===== config.mk =====
export PLATFORM = sky130hd
export DESIGN_NAME = dense2_argmax_sequencer
export DESIGN_NICKNAME = d
export VERILOG_FILES = /design/src/rtl/dense2_argmax_sequencer.sv
export SDC_FILE = /design/constraint.sdc
export NUM_CORES = 1
export LEC_CHECK = 0
export ABC_AREA = 1
export CAP_MARGIN = 10
export CORE_MARGIN = 2
export CORE_UTILIZATION = 29
export CTS_BUF_LIST = sky130_fd_sc_hd__clkbuf_4
export CTS_CLUSTER_DIAMETER = 100
export CTS_CLUSTER_SIZE = 28
export DETAILED_ROUTE_END_ITERATION = 7
export PLACE_DENSITY = 0.5
export SLEW_MARGIN = 25
export SYNTH_ARGS = -nofsm -noshare
export SYNTH_HDL_FRONTEND = slang
export SYNTH_SLANG_ARGS = --single-unit
export TNS_END_PERCENT = 50

===== constraint.sdc =====
create_clock -name clk -period 2.7 [get_ports clk]
set_clock_uncertainty 0.15 [all_clocks]
set_input_delay 0.27 -clock clk [delete_from_list [all_inputs] [get_ports clk]]
set_output_delay 0.27 -clock clk [all_outputs]
set_load 0.005 [all_outputs]

===== src/rtl/dense2_argmax_sequencer.sv =====
// Sequencer for the 128->10 dense layer: kicks it, waits for done, streams the logits back and reduces them to a signed argmax.
// Optional macro SCORE_BUF_EN adds a readable buffer holding every captured logit.
module dense2_argmax_sequencer #(
    parameter int NUM_CLASSES    = 10,
    parameter int DATA_W         = 32,
    parameter int TIMEOUT_CYCLES = 65535
) (
    input  logic                     clk,
    input  logic                     resetn,
    input  logic                     req,
    output logic                     busy,
    output logic                     result_valid,
    output logic [3:0]               class_idx,
    output logic signed [DATA_W-1:0] max_score,
    output logic                     timeout_err,
    output logic                     dl_start,
    input  logic                     dl_done,
    output logic [3:0]               dl_read_addr,
    input  logic signed [DATA_W-1:0] dl_read_data,
`ifdef SCORE_BUF_EN
    input  logic [3:0]               score_rd_addr,
    output logic [DATA_W-1:0]        score_rd_data,
`endif
    output logic [2:0]               dbg_state
);

    // Handshake: req is a level sampled only in IDLE and never in the result_valid
    // cycle; result_valid is a one-cycle pulse with no back-pressure.
    typedef enum logic [2:0] {
        S_IDLE  = 3'd0,
        S_KICK  = 3'd1,
        S_WAIT  = 3'd2,
        S_FETCH = 3'd3,
        S_FINAL = 3'd4
    } state_t;

    localparam logic [3:0]  LAST_ADDR = 4'(NUM_CLASSES - 1);
    localparam logic [15:0] TO_LAST   = 16'(TIMEOUT_CYCLES - 1);

    state_t                     state, state_nxt;
    logic [15:0]                wait_cnt;
    logic                       cap_en;
    logic [3:0]                 cap_idx;
    logic signed [DATA_W-1:0]   run_max, cand_max;
    logic [3:0]                 run_idx, cand_idx;
    logic                       done_ok, timed_out;

    assign busy      = (state != S_IDLE);
    assign dl_start  = (state == S_KICK);
    assign dbg_state = state;

    // A done seen in the first WAIT cycle may be stale from the previous run.
    assign done_ok   = (state == S_WAIT) && dl_done && (wait_cnt != 16'd0);
    assign timed_out = (state == S_WAIT) && !done_ok && (wait_cnt == TO_LAST);

    always_comb begin
        cand_max = run_max;
        cand_idx = run_idx;
        if (cap_idx == 4'd0 || dl_read_data > run_max) begin
            cand_max = dl_read_data;
            cand_idx = cap_idx;
        end
    end

    always_comb begin
        state_nxt = state;
        case (state)
            S_IDLE:  if (req && !result_valid) state_nxt = S_KICK;
            S_KICK:  state_nxt = S_WAIT;
            S_WAIT: begin
                if (done_ok)        state_nxt = S_FETCH;
                else if (timed_out) state_nxt = S_IDLE;
            end
            S_FETCH: if (dl_read_addr == LAST_ADDR) state_nxt = S_FINAL;
            S_FINAL: state_nxt = S_IDLE;
            default: state_nxt = S_IDLE;
        endcase
    end

    always_ff @(posedge clk or negedge resetn) begin
        if (!resetn) begin
            state        <= S_IDLE;
            wait_cnt     <= 16'd0;
            dl_read_addr <= 4'd0;
            cap_en       <= 1'b0;
            cap_idx      <= 4'd0;
            run_max      <= '0;
            run_idx      <= 4'd0;
            result_valid <= 1'b0;
            class_idx    <= 4'd0;
            max_score    <= '0;
            timeout_err  <= 1'b0;
        end else begin
            state        <= state_nxt;
            result_valid <= 1'b0;
            cap_en       <= (state == S_FETCH);
            cap_idx      <= dl_read_addr;

            if (state == S_IDLE && state_nxt == S_KICK) timeout_err <= 1'b0;

            if (state == S_KICK)      wait_cnt <= 16'd0;
            else if (state == S_WAIT) wait_cnt <= wait_cnt + 16'd1;

            if (state == S_FETCH && dl_read_addr != LAST_ADDR) dl_read_addr <= dl_read_addr + 4'd1;
            else                                               dl_read_addr <= 4'd0;

            if (cap_en) begin
                run_max <= cand_max;
                run_idx <= cand_idx;
            end

            if (timed_out) begin
                timeout_err  <= 1'b1;
                class_idx    <= 4'hF;
                max_score    <= '0;
                result_valid <= 1'b1;
            end

            // The final logit arrives in FINAL, so publish the candidate, not run_max.
            if (state == S_FINAL) begin
                class_idx    <= cand_idx;
                max_score    <= cand_max;
                result_valid <= 1'b1;
            end
        end
    end

`ifdef SCORE_BUF_EN
    logic [DATA_W-1:0] score_mem [NUM_CLASSES];

    always_ff @(posedge clk or negedge resetn) begin
        if (!resetn) begin
            for (int i = 0; i < NUM_CLASSES; i++) score_mem[i] <= '0;
            score_rd_data <= '0;
        end else begin
            if (cap_en) score_mem[cap_idx] <= dl_read_data;
            if ({1'b0, score_rd_addr} < 5'(NUM_CLASSES)) score_rd_data <= score_mem[score_rd_addr];
            else                                         score_rd_data <= '0;
        end
    end
`endif

endmodule

* Word-level counts from Yosys, hierarchy flattened
Index checks and enable logic that the tools add are counted.
Widths: inputs -> output; s select.
** Word-level totals
- Register bits after elaboration :: 102
- Word-level logic and storage cells :: 57
** Cells by class
- Equality and inequality tests :: 8
- $add $sub $neg :: 2
- Order comparisons :: 1
- Muxes and demuxes :: 18
- Reduce and logical (&&, ||, !) cells :: 17
** Operator list (number)
- $mux 32 :: 3
- $gt 32x32->1 :: 1
- $mux 16 :: 2
- $add 16x1->16 const B :: 1
- $eq 16x16->1 const B :: 1
- $mux 4 :: 4
- $reduce_bool 16->1 :: 1
- $mux 3 :: 4
- $pmux 3 s4 :: 1
- $logic_and 1x1->1 :: 7
- $eq 3x1->1 const B :: 2
- $eq 3x2->1 const B :: 2
- $reduce_bool 2->1 :: 3
- $add 4x1->4 const B :: 1
- $eq 4x4->1 const B :: 1
- $logic_not 4->1 :: 1
- $mux 1 :: 4
- $ne 4x4->1 const B :: 1
- $eq 3x3->1 const B :: 1
- $logic_not 3->1 :: 1
- $reduce_bool 3->1 :: 1
- $logic_not 1->1 :: 2
- $logic_or 1x1->1 :: 1

* Longest topological paths before layout
Gate-level depths: netlist of run 1.
- Word-level depth :: 13
- Depth in mapped cells :: 21

* Worst setup path after synthesis of run 1
Ideal clock, no wire load.
- Path type :: reg2reg
- Start :: reg run_max[31]
- End :: reg run_max[21]
- Data arrival time :: 1865 ps
- Required time :: 2420 ps
- Setup slack :: 555 ps
- Library setup time :: 130 ps
- Stages on the path, launching flop included :: 16
- Cell sequence :: dfrtp_1 > inv_1 > ha_1 > a21oi_1 > o21a_1 > nand2_1 > a21oi_2 > nand2_2 > nand2_2 > nand3_2 > nand2_2 > buf_6 > buf_8 > nand2_2 > nand3_1 > o21ai_1
** On the way
- Word-level cells in the longest chain between the ends :: 3
** RTL lines
- from (decl) :: line 44 : logic signed [DATA_W-1:0] run_max, cand_max;
- from (signal assigned) :: line 108 : run_max <= cand_max;
- $gt 32x32->1 :: line 59 : if (cap_idx == 4'd0 || dl_read_data > run_max) begin
- $logic_or 1x1->1 :: line 59
- $mux 32 :: line 59
No other way between the ends.
A chain may end at the register's enable or synchronous reset.

* Worst setup path after layout of run 1
- Start :: reg run_max[27]
- End :: reg run_max[1]
Same word-level chain as after synthesis.

==> results of run 1 <==
## state kept, by name, summed over array words and instances, names as in the netlist
name and flops:
dbg_state 3, class_idx 4, max_score 32, cap_en 1, dl_read_addr 4, cap_idx 4
run_max 32, result_valid 1, run_idx 4, timeout_err 1, wait_cnt 16
## worst max-delay path, stage by stage (launching register included)
cell and delay (ps):
dfrtp_1 400, inv_1 90, ha_1 250, a21oi_1 170, o21ai_0 130, nand2_1 80
nand2_1 60, a21oi_2 150, nand3_2 110, nand3_2 120, buf_4 240, nand3_1 140
nand3_1 130, o21ai_0 80
## cell usage after synthesis (3+ instances only)
cell type / instances / area share (%)
nand3_1: 122 / 11
nand4_1: 6 / 0.66
buf_6: 3 / 0.60
o21a_1: 4 / 0.53
a22oi_1: 3 / 0.40
clkbuf_1: 13 / 0.86
or2_2: 5 / 0.55
o21ai_0: 28 / 2.5
ha_1: 37 / 8.2
nand2_2: 16 / 1.8
nor3_1: 5 / 0.44
buf_2: 6 / 0.53
o21ai_1: 20 / 1.8
inv_1: 112 / 7.4
nand2_1: 161 / 11
a21oi_1: 17 / 1.5
nor4_1: 5 / 0.55
nor2_1: 23 / 1.5
dfrtp_1: 102 / 45
## logic make-up after synthesis
logic type	Yosys count
AO/OA/AOI/OAI	80
XOR/XNOR	2
adder cells (fa/ha/maj)	37
buffers and inverters	142
flip-flops	102
multiplexers	1
AND/OR/NAND/NOR	350
## where the power goes
part / switching [mW] / internal (mW)
Clock: 0.531 / 0.362
Sequential: 0.364 / 2.11
Combinational: 2.00 / 1.61
Total: 2.90 / 4.08
## worst paths after layout
kind,slack (ps),to,startpoint,cells after the start
setup / recovery,270,run_max[1],run_max[27],13
hold / removal,40,max_score[23],resetn,2
setup reg to reg,270,run_max[1],run_max[27],13
min in group clk,310,run_max[27],dl_read_data[27],5
max in group asynchronous,1610,cap_en,resetn,3
hold reg to reg,340,max_score[26],max_score[26],2
## cell usage in the layout, fill, tap and decap left out, types with 3 or more instances in the layout
| cell type | n |
|---|---|
| dfrtp_1 | 101 |
| nor4_1 | 5 |
| nand3_1 | 122 |
| o21a_1 | 4 |
| a21oi_1 | 17 |
| o21ai_1 | 20 |
| clkdlybuf4s50_1 | 81 |
| o21ai_0 | 28 |
| or2_2 | 5 |
| nand2_1 | 161 |
| buf_4 | 17 |
| a22oi_1 | 3 |
| nand2_2 | 16 |
| nor2_1 | 23 |
| ha_1 | 37 |
| nand4_1 | 6 |
| clkinv_1 | 4 |
| clkbuf_4 | 9 |
| nor3_1 | 5 |
| buf_12 | 6 |
| inv_1 | 112 |
## area by class of cell
class / count / area [um2] / share of cell area, %
diodes: 1 / 2.502 / 0.03544
clock buffers: 9 / 67.56 / 0.9568
clock inverters: 6 / 77.57 / 1.099
inverters: 115 / 431.7 / 6.113
multi-input cells: 470 / 2529 / 35.81
flip-flops and latches: 102 / 2554 / 36.16
well taps: 265 / 331.6 / 4.695
repair buffers: 105 / 1069 / 15.13
## metrics by stage
step | TNS (ps) | total power [mW] | setup slack [ps] | instance area, um2
after floorplan | 0 | 4.659 | 555.0 | 5663
after global placement | -41.53 | 6.137 | -24.13 | 6904
after detailed placement | -328.1 | 6.167 | -32.70 | 6904
after CTS | 0 | 7.097 | 266.4 | 7059
after global routing | 0 | 7.703 | 42.77 | 7062
final | 0 | 6.980 | 270.3 | 7062
## repair_timing
| item | in CTS | in global routing |
|---|---|---|
| hold buffers | 1 | 0 |
| setup buffers | 0 | 0 |
| hold endpoints to repair | 102 | 0 |
## layer usage
| metal | up-vias | global-route usage (%) | wire length, um |
|---|---|---|---|
| li1 | 2482 | - | - |
| met1 | 2251 | 20.27 | 7058 |
| met2 | 76 | 23.78 | 6566 |
| met3 | 15 | 3.532 | 495 |
| met4 | 0 | 5.263 | 289 |
| met5 | - | 0 | 0 |
==> results.md, run 1 <==
* Root Buffer: clkbuf_4
* Routed wire per std cell at 13.43 um
* Max H-tree Level at 3
* Syn_nets at 787
* Final setup violation count at 0
* Critical Path AT at 2660 ps
* DR vias at 4824
* FMAX at 411.6 MHz
* Post-DRT Antenna Nets at 0
* Worst VDD drop at 0.0005774 V
* Total CTS buffers at 9
* Layout filler cell count at 2026
* Final hold slack at 35.64 ps
* CP endpoint kind: flip-flop
* Syn. warnings at 0
* Final GP Congestion at 0.8153
* CTS tree: done
* Power Dens Cells at 988.4 nW/um2
* Minimum clock period at 2430 ps
* Cell area after synthesis at 5663 um2
* Gr usage total at 15.07%
* Worst Max-Slew Pin Slew at 673.5 ps
* Layout Utilization at 36.52%
* DP Cell Count at 1056
* Die Span X at 143.7 um
* Largest family of logic cells by synthesized area: simple AND/OR/NAND/NOR gates
* Number of enable flip-flop cells after synthesis at 0
* Max-slew violations at 0
* Synth Area in Adders at 8.175%
* Syn avg cell area at 7.931 um2
* Status: complete, no violations
* FP Rows at 51
* Crit Path Max Fanout at 15
* P_leak at 3.473 nW
* DIE AREA at 20660 um2
* Worst rel slew slack at 55.10%
* DR pass1 iterations at 5
* NumNets Final at 876
* Initial Util at 29.29%
* Hold Crit Class: in2async
* Mux contribution to synthesized area at 0.1768%
* Gr ovfl total at 0
* DRC violations left at 0
* Tcrit/Tclk final at 89.99%
* Die Span Y at 143.7 um
* Max_cap viols at 0
* Top_reg_cell synth: dfrtp_1
* I/O Buffers at 82
* First-pass GRT wire length at 24270 um
* Post-Synthesis Cells at 714
* Core area at 19330 um2
* Worst Path Required at 2930 ps
* First DRT Iteration DRCs at 277
* Post-CTS sizing at 0
* Simple logic cell fraction of the synthesized area at 28.24%
* Hold Vio Cnt, Final at 0
* Sequential fraction of the synthesis area at 45.07%
* DP Wirelength at 10090 um
* Post-Layout Cell Count at 1073
* CTS Sinks at 102
* Worst-Skew Late Latency at 500 ps
* Io pins at 83
* Final WL at 14410 um
* Clock transition at the registers of the reported paths at 170 ps
* Post-Synth XOR/XNOR Area at 0.3093%
* Asr flop ratio synth at 100.0%
* Nature of the critical path startpoint: flip-flop
* Largest net degree at the start of global routing at 53
* Initial antenna violation count at 1
* Compound-cell area share of the yosys netlist at 7.755%
* Layout area overhead at 24.70%
* Share of cells above drive strength 1 at 8.426%
* Yosys cell types at 40
* Critical path class: reg2reg
* CTS Buffer Depth at 2
* Number of vias per cell at 4.496
* Number of global-route vias before repair at 4752
* FF+latch count, synth at 102
* RSZ-0062 raised after global routing: false
Power figures use the tool's default switching activity.
==> run 2, diff against run 1 <==
--- a/config.mk
+++ b/config.mk
@@ -7,12 +7,14 @@
 export LEC_CHECK = 0
 export ABC_AREA = 1
 export CAP_MARGIN = 10
-export CORE_MARGIN = 2
+export CORE_ASPECT_RATIO = 2
+export CORE_MARGIN = 5
 export CORE_UTILIZATION = 29
 export CTS_BUF_LIST = sky130_fd_sc_hd__clkbuf_4
 export CTS_CLUSTER_DIAMETER = 100
 export CTS_CLUSTER_SIZE = 28
 export DETAILED_ROUTE_END_ITERATION = 7
+export MAX_ROUTING_LAYER = met4
 export PLACE_DENSITY = 0.5
 export SLEW_MARGIN = 25
 export SYNTH_ARGS = -nofsm -noshare
==> run 2 against run 1 <==
Effect of this change:
- flip-flop and latch count unchanged
- worst setup slack got worse by 5.9 ps
- clock-buffer cell count is the same
- power up 0.33%
- global-route usage decreased by 0.57 points
- routed wire length rose by 6.6%
- worst hold slack improved by 17 ps
- non-clock buffer count rose by 4
- clock power shrank 11%
==> results.md, run 2 (synthesized netlist as in run 1, its figures left out) <==
* Status: complete, no violations (unchanged)
* Final instance area at 7073 um2 (was 7062 um2)
* Nature of the critical path startpoint: flip-flop (unchanged)
* Initial antenna violation count at 1 (unchanged)
* Reg2Reg Depth at 14 (was 13)
* Number of global-route vias before repair at 4859 (was 4752)
* Die Span X at 108.8 um (was 143.7 um)
* CTS Sinks at 102 (unchanged)
* Crit Path Max Fanout at 9 (was 15)
* Core area at 19280 um2 (was 19330 um2)
* Crit path depth at 14 (was 13)
* Worst rel slew slack at 51.09% (was 55.10%)
* Gr usage total at 14.50% (was 15.07%)
* Worst Path Required at 2900 ps (was 2930 ps)
* DR pass1 iterations at 5 (unchanged)
* First DRT Iteration DRCs at 184 (was 277)
* CP max-delay cell: dfrtp_1 (unchanged)
* FMAX at 410.6 MHz (was 411.6 MHz)
* First-pass GRT wire length at 24940 um (was 24270 um)
* Routed wire per std cell at 14.32 um (was 13.43 um)
* Crit path largest cell delay at 410 ps (was 400 ps)
* Initial Util at 29.37% (was 29.29%)
* Share of cells above drive strength 1 at 9.236% (was 8.426%)
* Setup WS pre-CTS at -177.1 ps (was -32.70 ps)
* CP endpoint kind: flip-flop (unchanged)
* Largest net degree at the start of global routing at 73 (was 53)
* Root Buffer: clkbuf_4 (unchanged)
* Worst-Skew Late Latency at 490 ps (was 500 ps)
* Commonest non-fill, non-tap cell in the layout: nand2_1 (unchanged)
* Die Span Y at 207.6 um (was 143.7 um)
* Buffers & Inverters on Critical Path at 2 (unchanged)
* Post-CTS setup buffers at 0 (unchanged)
* Final setup violation count at 0 (unchanged)
* Minimum clock period at 2436 ps (was 2430 ps)
* Gr ovfl total at 0 (unchanged)
* Critical path class: reg2reg (unchanged)
* Worst Max-Slew Pin Slew at 733.7 ps (was 673.5 ps)
* DR vias at 4852 (was 4824)
* Max_cap viols at 0 (unchanged)
* Hold Vio Cnt, Final at 0 (unchanged)
* DP Wirelength at 11210 um (was 10090 um)
* RSZ-0062 raised after global routing: false (unchanged)
* Crit-path cells: inv_1, ha_1, a21oi_1, o21a_1, nand2_1, a21oi_2, nand2_2, nand2_2, nand3_4, nand2_4, buf_4, nand2_2, nand3_1, o21ai_1 (was inv_1, ha_1, a21oi_1, o21ai_0, nand2_1, nand2_1, a21oi_2, nand3_2, nand3_2, buf_4, nand3_1, nand3_1, o21ai_0)
* Io pins at 83 (unchanged)
* Placed instance area at 6914 um2 (was 6904 um2)
* Slack of the critical path at 264.4 ps (was 270.3 ps)
* CTS Buffer Depth at 2 (unchanged)
* Layout area overhead at 24.90% (was 24.70%)
* DRC violations left at 0 (unchanged)
* Max-slew violations at 0 (unchanged)
* Post-DRT Antenna Nets at 0 (unchanged)
* DIE AREA at 22590 um2 (was 20660 um2)
* Most frequent cells in the layout: nand2_1 (161), nand3_1 (122), inv_1 (112) (unchanged)
* I/O Buffers at 82 (unchanged)
* Final hold slack at 52.56 ps (was 35.64 ps)
* Clock transition at the registers of the reported paths at 180 ps (was 170 ps)
* Total CTS buffers at 9 (unchanged)
* Hold Crit Class: in2async (unchanged)
* Critical Path AT at 2630 ps (was 2660 ps)
* Final WL at 15350 um (was 14410 um)
* NumNets Final at 880 (was 876)
* Worst VDD drop at 0.0004330 V (was 0.0005774 V)
* Tcrit/Tclk final at 90.21% (was 89.99%)
* Power Dens Cells at 990.0 nW/um2 (was 988.4 nW/um2)
* Max H-tree Level at 3 (unchanged)
* Kind of cell adding the most delay to the critical path: simple AND/OR/NAND/NOR gates (unchanged)
* P_leak at 3.485 nW (was 3.473 nW)
* Number of vias per cell at 4.526 (was 4.496)
* Layout filler cell count at 2077 (was 2026)
* Most used cell, CP: nand2_2
* Regs by FF count: max_score (32), run_max (32), wait_cnt (16) (unchanged)
* Final GP Congestion at 0.7901 (was 0.8153)
* CTS tree: done (unchanged)
* FP Rows at 72 (was 51)
-- run 2: path summary, 6_finish.rpt --
path | start | endpoint | slack [ps]
worst max-delay path | run_max[29] | run_max[19] | 260
worst min-delay path | resetn | dbg_state[2] | 50
worst max register to register | run_max[29] | run_max[19] | 260
worst min register to register | dl_read_addr[3] | cap_idx[3] | 320
max in group asynchronous | resetn | run_max[4] | 1610
min in group clk | dl_done | dbg_state[0] | 250
-- run 2: area by class of cell --
| class | instances | area [um2] | area share [%] |
|---|---|---|---|
| flip-flops and latches | 102 | 2554 | 36.10 |
| inverters | 115 | 431.7 | 6.103 |
| diodes | 1 | 2.502 | 0.03538 |
| clock inverters | 7 | 66.31 | 0.9376 |
| clock buffers | 9 | 67.56 | 0.9552 |
| well taps | 259 | 324.1 | 4.582 |
| multi-input cells | 470 | 2541 | 35.93 |
| repair buffers | 109 | 1086 | 15.35 |
-- run 2: power by group --
part | internal [mW] | total, mW | switching [mW]
combinational | 1.68 | 3.80 | 2.12
sequential | 2.11 | 2.41 | 0.297
clock | 0.210 | 0.793 | 0.583
-- run 2: what timing repair did --
action,4_1_cts,5_1_grt
resized for setup,0,2
endpoints found under the hold margin,102,0
setup endpoints to repair,0,11
hold buffers,1,0
-- run 2: metal layers --
layer  vias up  track usage, %  wire (um)
li1       2504               -          -
met1      2258           15.74       6070
met2        82           26.47       8536
met3         8           2.459        546
met4         0           4.185        200
met5         -               -          0
-- run 2: per-stage QoR --
| stage | instances | total power, mW | TNS [ps] | utilization (%) |
|---|---|---|---|---|
| 2_1_floorplan | 714 | 4.659 | 0 | - |
| 3_3_place_gp | 1054 | 6.261 | -6534 | 35.86 |
| 3_5_place_dp | 1054 | 6.268 | -7686 | 35.86 |
| 4_1_cts | 1071 | 7.107 | 0 | 36.61 |
| 5_1_grt | 1072 | 7.678 | 0 | 36.69 |
| 6_report | 1072 | 7.002 | 0 | 36.69 |
